### config.mk
export PLATFORM = sky130hd
export DESIGN_NAME = mips_multicycle_ctrl
export DESIGN_NICKNAME = d
export VERILOG_FILES = /design/src/rtl/mips_ctrl_pkg.sv /design/src/rtl/mips_multicycle_ctrl.sv
export SDC_FILE = /design/constraint.sdc
export NUM_CORES = 1
export LEC_CHECK = 0
export BUFFER_PORTS_ARGS = -buffer_cell sky130_fd_sc_hd__buf_4
export CORE_ASPECT_RATIO = 0.8
export CORE_UTILIZATION = 57
export DETAILED_ROUTE_END_ITERATION = 10
export GPL_TIMING_DRIVEN = 0
export PLACE_DENSITY = 0.84
export SETUP_SLACK_MARGIN = 0.02
export SLEW_MARGIN = 20
export SYNTH_ARGS = -nofsm -noshare
export SYNTH_HDL_FRONTEND = slang
export SYNTH_SLANG_ARGS = --single-unit
### constraint.sdc
create_clock -name clk -period 5.3 [get_ports clk]
set_input_delay 0.265 -clock clk [delete_from_list [all_inputs] [get_ports clk]]
set_output_delay 0.265 -clock clk [all_outputs]
set_load 0.05 [all_outputs]
### src/rtl/mips_ctrl_pkg.sv
// Shared definitions for the MIPS multicycle controller: state encoding,
// instruction field constants, mux codes and the registered control bundle.
package mips_ctrl_pkg;

  typedef enum logic [4:0] {
    S_IDLE, S_INIT_SP, S_FETCH, S_IR_LOAD, S_DECODE, S_EXEC_R, S_EXEC_I,
    S_WB_R, S_WB_I, S_ADDR, S_MEM_RD, S_WB_LD, S_MEM_WR, S_BRANCH, S_JUMP,
    S_TRAP
  } state_t;

  localparam logic [5:0] OP_RTYPE = 6'h00;
  localparam logic [5:0] OP_J     = 6'h02;
  localparam logic [5:0] OP_BEQ   = 6'h04;
  localparam logic [5:0] OP_BNE   = 6'h05;
  localparam logic [5:0] OP_ADDI  = 6'h08;
  localparam logic [5:0] OP_LW    = 6'h23;
  localparam logic [5:0] OP_SW    = 6'h2B;

  localparam logic [5:0] FN_ADD = 6'h20;
  localparam logic [5:0] FN_SUB = 6'h22;
  localparam logic [5:0] FN_AND = 6'h24;
  localparam logic [5:0] FN_OR  = 6'h25;
  localparam logic [5:0] FN_SLT = 6'h2A;

  localparam logic       SRCA_PC     = 1'b0;
  localparam logic       SRCA_A      = 1'b1;
  localparam logic [1:0] SRCB_B      = 2'd0;
  localparam logic [1:0] SRCB_4      = 2'd1;
  localparam logic [1:0] SRCB_IMM    = 2'd2;
  localparam logic [1:0] SRCB_IMM4   = 2'd3;
  localparam logic [1:0] PCIN_ALU    = 2'd0;
  localparam logic [1:0] PCIN_ALUOUT = 2'd1;
  localparam logic [1:0] PCIN_JUMP   = 2'd2;
  localparam logic [1:0] IORD_PC     = 2'd0;
  localparam logic [1:0] IORD_ALUOUT = 2'd1;
  localparam logic [1:0] RDST_RT     = 2'd0;
  localparam logic [1:0] RDST_RD     = 2'd1;
  localparam logic [1:0] RDST_SP     = 2'd2;
  localparam logic       MDAT_B      = 1'b0;
  localparam logic [2:0] M2R_MDR     = 3'd0;
  localparam logic [2:0] M2R_ALUOUT  = 3'd1;

  localparam logic [2:0] ALU_NONE = 3'd0;
  localparam logic [2:0] ALU_ADD  = 3'd1;
  localparam logic [2:0] ALU_SUB  = 3'd2;
  localparam logic [2:0] ALU_AND  = 3'd3;
  localparam logic [2:0] ALU_OR   = 3'd4;
  localparam logic [2:0] ALU_SLT  = 3'd5;

  typedef struct packed {
    logic       pc_load;
    logic       mem_write;
    logic       ins_load;
    logic       reg_write;
    logic       regA_load;
    logic       regB_load;
    logic       aluout_load;
    logic       memdata;
    logic       alusrcA;
    logic [1:0] pcin;
    logic [1:0] IorD;
    logic [1:0] regdst;
    logic [1:0] alusrcB;
    logic [2:0] mem2reg;
    logic [2:0] alu_op;
    logic       illegal;
  } ctrl_t;

  // R-type funct to ALU operation; ALU_NONE marks an unsupported funct.
  function automatic logic [2:0] funct_alu(input logic [5:0] f);
    case (f)
      FN_ADD:  return ALU_ADD;
      FN_SUB:  return ALU_SUB;
      FN_AND:  return ALU_AND;
      FN_OR:   return ALU_OR;
      FN_SLT:  return ALU_SLT;
      default: return ALU_NONE;
    endcase
  endfunction

endpackage

### src/rtl/mips_multicycle_ctrl.sv
// Multicycle MIPS control FSM with parametrised memory latency and a sticky
// illegal-instruction trap. Outputs are registered from the next state, except
// the branch PC load which must follow the live ALU zero flag during BRANCH.
module mips_multicycle_ctrl
  import mips_ctrl_pkg::*;
#(
  parameter int MEM_WAIT    = 3,
  parameter int SP_INIT_SEL = 6
) (
  input  logic       clk,
  input  logic       rst_n,
  input  logic [5:0] opcode,
  input  logic [5:0] funct,
  input  logic       zero,
  output logic       pc_load,
  output logic       mem_write,
  output logic       ins_load,
  output logic       reg_write,
  output logic       regA_load,
  output logic       regB_load,
  output logic       aluout_load,
  output logic       mux_memdata,
  output logic       mux_alusrcA,
  output logic [1:0] mux_pcin,
  output logic [1:0] mux_IorD,
  output logic [1:0] mux_regdst,
  output logic [1:0] mux_alusrcB,
  output logic [2:0] mux_mem2reg,
  output logic [2:0] alu_op,
  output logic       illegal,
  output logic [4:0] state_o
);

  localparam int             CW       = $clog2(MEM_WAIT + 1);
  localparam logic [CW-1:0]  CNT_LAST = CW'(MEM_WAIT - 1);

  state_t        state, nxt;
  ctrl_t         c_q, c_d;
  logic [CW-1:0] cnt;
  logic          started;
  logic [5:0]    op_q;
  logic          cnt_done, is_mem, br_take;

  assign is_mem   = state inside {S_FETCH, S_MEM_RD, S_MEM_WR};
  assign cnt_done = (cnt == CNT_LAST);
  assign br_take  = (state == S_BRANCH) && (zero ^ (op_q == OP_BNE));

  // State and output registers; started holds IDLE for one edge after reset.
  always_ff @(posedge clk or negedge rst_n) begin
    if (!rst_n) begin
      state   <= S_IDLE;
      c_q     <= '0;
      started <= 1'b0;
    end else begin
      state   <= nxt;
      c_q     <= c_d;
      started <= 1'b1;
    end
  end

  // Memory wait counter: cleared on any state change, counts inside memory states.
  always_ff @(posedge clk or negedge rst_n) begin
    if (!rst_n)             cnt <= '0;
    else if (nxt != state)  cnt <= '0;
    else if (is_mem)        cnt <= cnt + 1'b1;
  end

  // Opcode captured in DECODE so ADDR and BRANCH don't depend on a live IR.
  always_ff @(posedge clk or negedge rst_n) begin
    if (!rst_n)                  op_q <= '0;
    else if (state == S_DECODE)  op_q <= opcode;
  end

  // Next-state decision.
  always_comb begin
    nxt = state;
    case (state)
      S_IDLE:    if (started) nxt = S_INIT_SP;
      S_INIT_SP: nxt = S_FETCH;
      S_FETCH:   if (cnt_done) nxt = S_IR_LOAD;
      S_IR_LOAD: nxt = S_DECODE;
      S_DECODE: begin
        case (opcode)
          OP_RTYPE:     nxt = S_EXEC_R;
          OP_ADDI:      nxt = S_EXEC_I;
          OP_LW, OP_SW: nxt = S_ADDR;
          OP_BEQ, OP_BNE: nxt = S_BRANCH;
          OP_J:         nxt = S_JUMP;
          default:      nxt = S_TRAP;
        endcase
      end
      S_EXEC_R:  nxt = (funct_alu(funct) == ALU_NONE) ? S_TRAP : S_WB_R;
      S_EXEC_I:  nxt = S_WB_I;
      S_WB_R:    nxt = S_FETCH;
      S_WB_I:    nxt = S_FETCH;
      S_ADDR:    nxt = (op_q == OP_SW) ? S_MEM_WR : S_MEM_RD;
      S_MEM_RD:  if (cnt_done) nxt = S_WB_LD;
      S_WB_LD:   nxt = S_FETCH;
      S_MEM_WR:  if (cnt_done) nxt = S_FETCH;
      S_BRANCH:  nxt = S_FETCH;
      S_JUMP:    nxt = S_FETCH;
      S_TRAP:    nxt = S_TRAP;
      default:   nxt = S_IDLE;
    endcase
  end

  // Control values for the state being entered, loaded on the same edge.
  always_comb begin
    c_d = '0;
    case (nxt)
      S_INIT_SP: begin
        c_d.reg_write = 1'b1;
        c_d.regdst    = RDST_SP;
        c_d.mem2reg   = 3'(SP_INIT_SEL);
      end
      S_FETCH:   c_d.IorD = IORD_PC;
      S_IR_LOAD: begin
        c_d.ins_load = 1'b1;
        c_d.pc_load  = 1'b1;
        c_d.pcin     = PCIN_ALU;
        c_d.alusrcA  = SRCA_PC;
        c_d.alusrcB  = SRCB_4;
        c_d.alu_op   = ALU_ADD;
      end
      S_DECODE: begin
        c_d.regA_load   = 1'b1;
        c_d.regB_load   = 1'b1;
        c_d.aluout_load = 1'b1;
        c_d.alusrcA     = SRCA_PC;
        c_d.alusrcB     = SRCB_IMM4;
        c_d.alu_op      = ALU_ADD;
      end
      S_EXEC_R: begin
        c_d.aluout_load = 1'b1;
        c_d.alusrcA     = SRCA_A;
        c_d.alusrcB     = SRCB_B;
        c_d.alu_op      = funct_alu(funct);
      end
      S_EXEC_I, S_ADDR: begin
        c_d.aluout_load = 1'b1;
        c_d.alusrcA     = SRCA_A;
        c_d.alusrcB     = SRCB_IMM;
        c_d.alu_op      = ALU_ADD;
      end
      S_WB_R: begin
        c_d.reg_write = 1'b1;
        c_d.regdst    = RDST_RD;
        c_d.mem2reg   = M2R_ALUOUT;
      end
      S_WB_I: begin
        c_d.reg_write = 1'b1;
        c_d.regdst    = RDST_RT;
        c_d.mem2reg   = M2R_ALUOUT;
      end
      S_MEM_RD:  c_d.IorD = IORD_ALUOUT;
      S_WB_LD: begin
        c_d.reg_write = 1'b1;
        c_d.regdst    = RDST_RT;
        c_d.mem2reg   = M2R_MDR;
      end
      S_MEM_WR: begin
        c_d.IorD      = IORD_ALUOUT;
        c_d.mem_write = 1'b1;
        c_d.memdata   = MDAT_B;
      end
      S_BRANCH: begin
        c_d.alusrcA = SRCA_A;
        c_d.alusrcB = SRCB_B;
        c_d.alu_op  = ALU_SUB;
        c_d.pcin    = PCIN_ALUOUT;
      end
      S_JUMP: begin
        c_d.pc_load = 1'b1;
        c_d.pcin    = PCIN_JUMP;
      end
      S_TRAP:    c_d.illegal = 1'b1;
      default:   c_d = '0;
    endcase
  end

  assign pc_load     = c_q.pc_load | br_take;
  assign mem_write   = c_q.mem_write;
  assign ins_load    = c_q.ins_load;
  assign reg_write   = c_q.reg_write;
  assign regA_load   = c_q.regA_load;
  assign regB_load   = c_q.regB_load;
  assign aluout_load = c_q.aluout_load;
  assign mux_memdata = c_q.memdata;
  assign mux_alusrcA = c_q.alusrcA;
  assign mux_pcin    = c_q.pcin;
  assign mux_IorD    = c_q.IorD;
  assign mux_regdst  = c_q.regdst;
  assign mux_alusrcB = c_q.alusrcB;
  assign mux_mem2reg = c_q.mem2reg;
  assign alu_op      = c_q.alu_op;
  assign illegal     = c_q.illegal;
  assign state_o     = state;

endmodule

==> run summary <==
Hold Startpoint = opcode[3]
clock share of power = 0.402
Setup Crit Path Kind = reg2reg
Fillers = 208
Power Internal = 0.5413 mW
H-Tree Depth = 2
clock skew = 5.709 ps
WL met2 = 2220 um
Vias = 1586
synthesized cell area = 0.001837 mm2
Finish-stage setup viols = 0
DR top layer = met4
IR drop worst, VDD = 0.2167 mV
min Tclk post-route = 2359 ps
pre-CTS setup slack = 3021 ps
Synth area leaders = dfrtp_1 (46%), buf_4 (6.5%), mux2_2 (4.3%), nor2_1 (3.9%), xnor2_1 (2.9%)
Critical Path Start = state_o[1]$_DFF_PN0_
Max Fclk = 424.0 MHz
total negative slack = 0 ps
Yosys top cell by area = dfrtp_1
CP endpoint kind = flip-flop
final hold vios = 0
synth unique cells = 44
Max Slew Vio Count = 0
Via density = 5.788
Post-synth top cells = dfrtp_1 (34), nor2_1 (19), buf_4 (16)
Gate power share = 0.195
Die Area = 0.003455 mm2
largest fanout on the critical path = 7
GRT overflow = 0
Gate Count Post-Synth = 182
Post-Route Utilization = 0.7632
Avg Cell Area, Syn = 10.09 um2
Lkg Pwr = 1.152 nW
met3 wire length = 273 um
pin count of the biggest net entering global routing = 35
Ys Warns = 0
CTS Buf Count = 5
area grow syn2layout = 28.20%
Worst-Skew Late Latency = 290 ps
first-pass GRT wire length = 7017 um
Core Box Area = 0.003085 mm2
hpwl dp = 3195 um
switch share = 0.2653
I/O Pins = 44
Seq cells post-synth = 34
CTS tree = done
switching pwr = 0.1955 mW
final worst-path cycle share = 0.4450
post-route ant nets = 0
Power Dens Cells = 312.9 mW/mm2
number of global-route vias before repair = 1423
Post-layout nets = 249
Arr. time, crit path = 2550 ps
worst min path class = in2reg
WP buf/inv = 1
RR Startpoint = state_o[1]$_DFF_PN0_
Seq pwr share = 0.403
starting density of the core = 0.5953
Total GRT Usage = 0.2843
CP Data Required Time = 5500 ps
Clock Tree Root = clkbuf_8
Worst Setup Start Kind = flip-flop
final worst slack = 2941 ps
post-CTS setup buffer count = 0
CP max-delay cell = nor3b_1
n_diodes = 0
Die Span X = 65.47 um
Post-synth ARST share = 1.000
Top Family by Delay on Critical Path = compound AO/OA/AOI/OAI gates
Metal-1 WL = 1802 um
Synth Flop Type = dfrtp_1
CP max stage delay = 530 ps
RSZ-0062 raised after global routing = no
antenna violations before repair = 0
clock sink total = 34
max_cap viols = 0
share of layout cells above drive strength 1 = 0.3718
number of synthesized flops with an enable pin = 0
Rel. slew slack = 0.6144
status = finished, final reports clean
Bufs on Longest Clock Path = 2
critical path, cell by cell = nor3b_1 > o41ai_1 > a31o_2 > o221a_2 > inv_1 > nand4b_1 > o211ai_1
IO buf count = 41
Worst Tran Pin Value = 577.1 ps
Remaining DRCs = 0
Std-Cell Rows = 18
Worst-path clk slew = 70 ps
post-cts resize count = 0
DRT iter0 DRCs = 82
Final GP Congestion = 0.8493
die height = 52.78 um
sequential share of the synthesized area = 0.4632
top cell type's share of synthesized area = 0.4632
final wirelength = 4384 um
most common cell in the synthesized netlist = dfrtp_1
First-pass DRT Iterations = 4
drt wl/cell = 16.00 um
cells by family (layout without fill, tap and decap cells):
kind of cell,count (synthesis),count (layout),synth area share
AO/OA/AOI/OAI,30,30,0.1226
XOR/XNOR,9,9,0.04292
adder cells (fa/ha/maj),1,1,0.006811
buffers and inverters,31,81,0.1083
flip-flops,34,34,0.4632
multiplexers,8,8,0.04837
other,2,4,0.004089
AND/OR/NAND/NOR,67,67,0.2037
area by class of cell:
class | instances | area, um2 | share of cell area
tap | 40 | 50.05 | 0.02125
clock inverter | 2 | 60.06 | 0.02550
buffer | 24 | 172.7 | 0.07333
sequential | 34 | 850.8 | 0.3613
timing repair buffer | 42 | 317.8 | 0.1350
multi-input combinational | 119 | 794.5 | 0.3374
clock buffer | 6 | 82.58 | 0.03507
inverter | 7 | 26.28 | 0.01116
repair_timing:
item,in CTS,in global routing
endpoints found under the hold margin,34,0
hold buffers,1,0
setup endpoints to repair,0,0
routing by layer:
| layer | GRT usage | up-vias |
|---|---|---|
| li1 | - | 733 |
| met1 | 0.3595 | 772 |
| met2 | 0.4639 | 71 |
| met3 | 0.05870 | 10 |
| met4 | 0.1413 | 0 |
| met5 | 0 | - |
per-stage QoR:
stage	instances	power, mW	instance area (um2)	hold slack, ps
2_1_floorplan	184	0.3951	1844	-30.59
3_3_place_gp	265	0.4333	2202	221.4
3_5_place_dp	265	0.4417	2202	233.9
4_1_cts	274	0.7343	2355	244.0
5_1_grt	274	0.7654	2355	239.7
6_report	274	0.7368	2355	245.1
final timing paths:
kind,end,slack [ps],cells after the start
hold / removal,op_q[3]$_DFFE_PN0P_,250,2
setup / recovery,mux_alusrcB[1]$_DFF_PN0_,2940,7
hold reg to reg,op_q[0]$_DFFE_PN0P_,520,1
min in group asynchronous,illegal$_DFF_PN0_,460,2
setup reg to reg,mux_alusrcB[1]$_DFF_PN0_,2940,7
max in group asynchronous,aluout_load$_DFF_PN0_,4530,2
placed cells by master, fill, tap and decap left out, types with 2 or more instances in the layout:
| cell | netlist | final |
|---|---|---|
| o211ai_1 | 5 | 5 |
| o22ai_1 | 4 | 4 |
| conb_1 | 2 | 4 |
| buf_2 | 6 | 6 |
| nor2b_1 | 2 | 2 |
| clkbuf_8 | 0 | 6 |
| buf_4 | 16 | 57 |
| nor2_1 | 19 | 19 |
| nor3_1 | 6 | 6 |
| nand2_2 | 2 | 2 |
| xor2_1 | 3 | 3 |
| dfrtp_1 | 34 | 34 |
| nor3b_1 | 3 | 3 |
| nand2b_1 | 6 | 6 |
| o21ai_0 | 2 | 2 |
| inv_1 | 6 | 6 |
| mux2_2 | 7 | 7 |
| nand4b_1 | 4 | 4 |
| nor4b_1 | 4 | 4 |
| buf_6 | 2 | 2 |
| xnor2_1 | 6 | 6 |
| nand3b_1 | 3 | 3 |
| nor4_1 | 4 | 4 |
| nand2_1 | 10 | 10 |
| a21oi_1 | 6 | 6 |
| bufinv_16 | 0 | 2 |
flip-flops by register name, summed over array words and instances, names as in the netlist:
name / flops
mux_regdst: 2
mux_mem2reg: 2
alu_op: 3
mux_alusrcA: 1
mem_write: 1
mux_alusrcB: 2
mux_IorD: 1
reg_write: 1
started: 1
illegal: 1
ins_load: 1
state_o: 5
mux_pcin: 2
regA_load: 1
c_q: 1
cnt: 2
op_q: 6
aluout_load: 1
power groups by stage:
| stage | clock, mW | combinational [mW] | sequential (mW) |
|---|---|---|---|
| final | 0.296 | 0.144 | 0.297 |
| after global routing | 0.311 | 0.155 | 0.299 |
| after CTS | 0.296 | 0.142 | 0.296 |
| after detailed placement | 0 | 0.140 | 0.301 |
| after global placement | 0 | 0.135 | 0.298 |
| after floorplan | 0 | 0.0870 | 0.308 |
No activity file was read; power rests on OpenSTA's default activity.
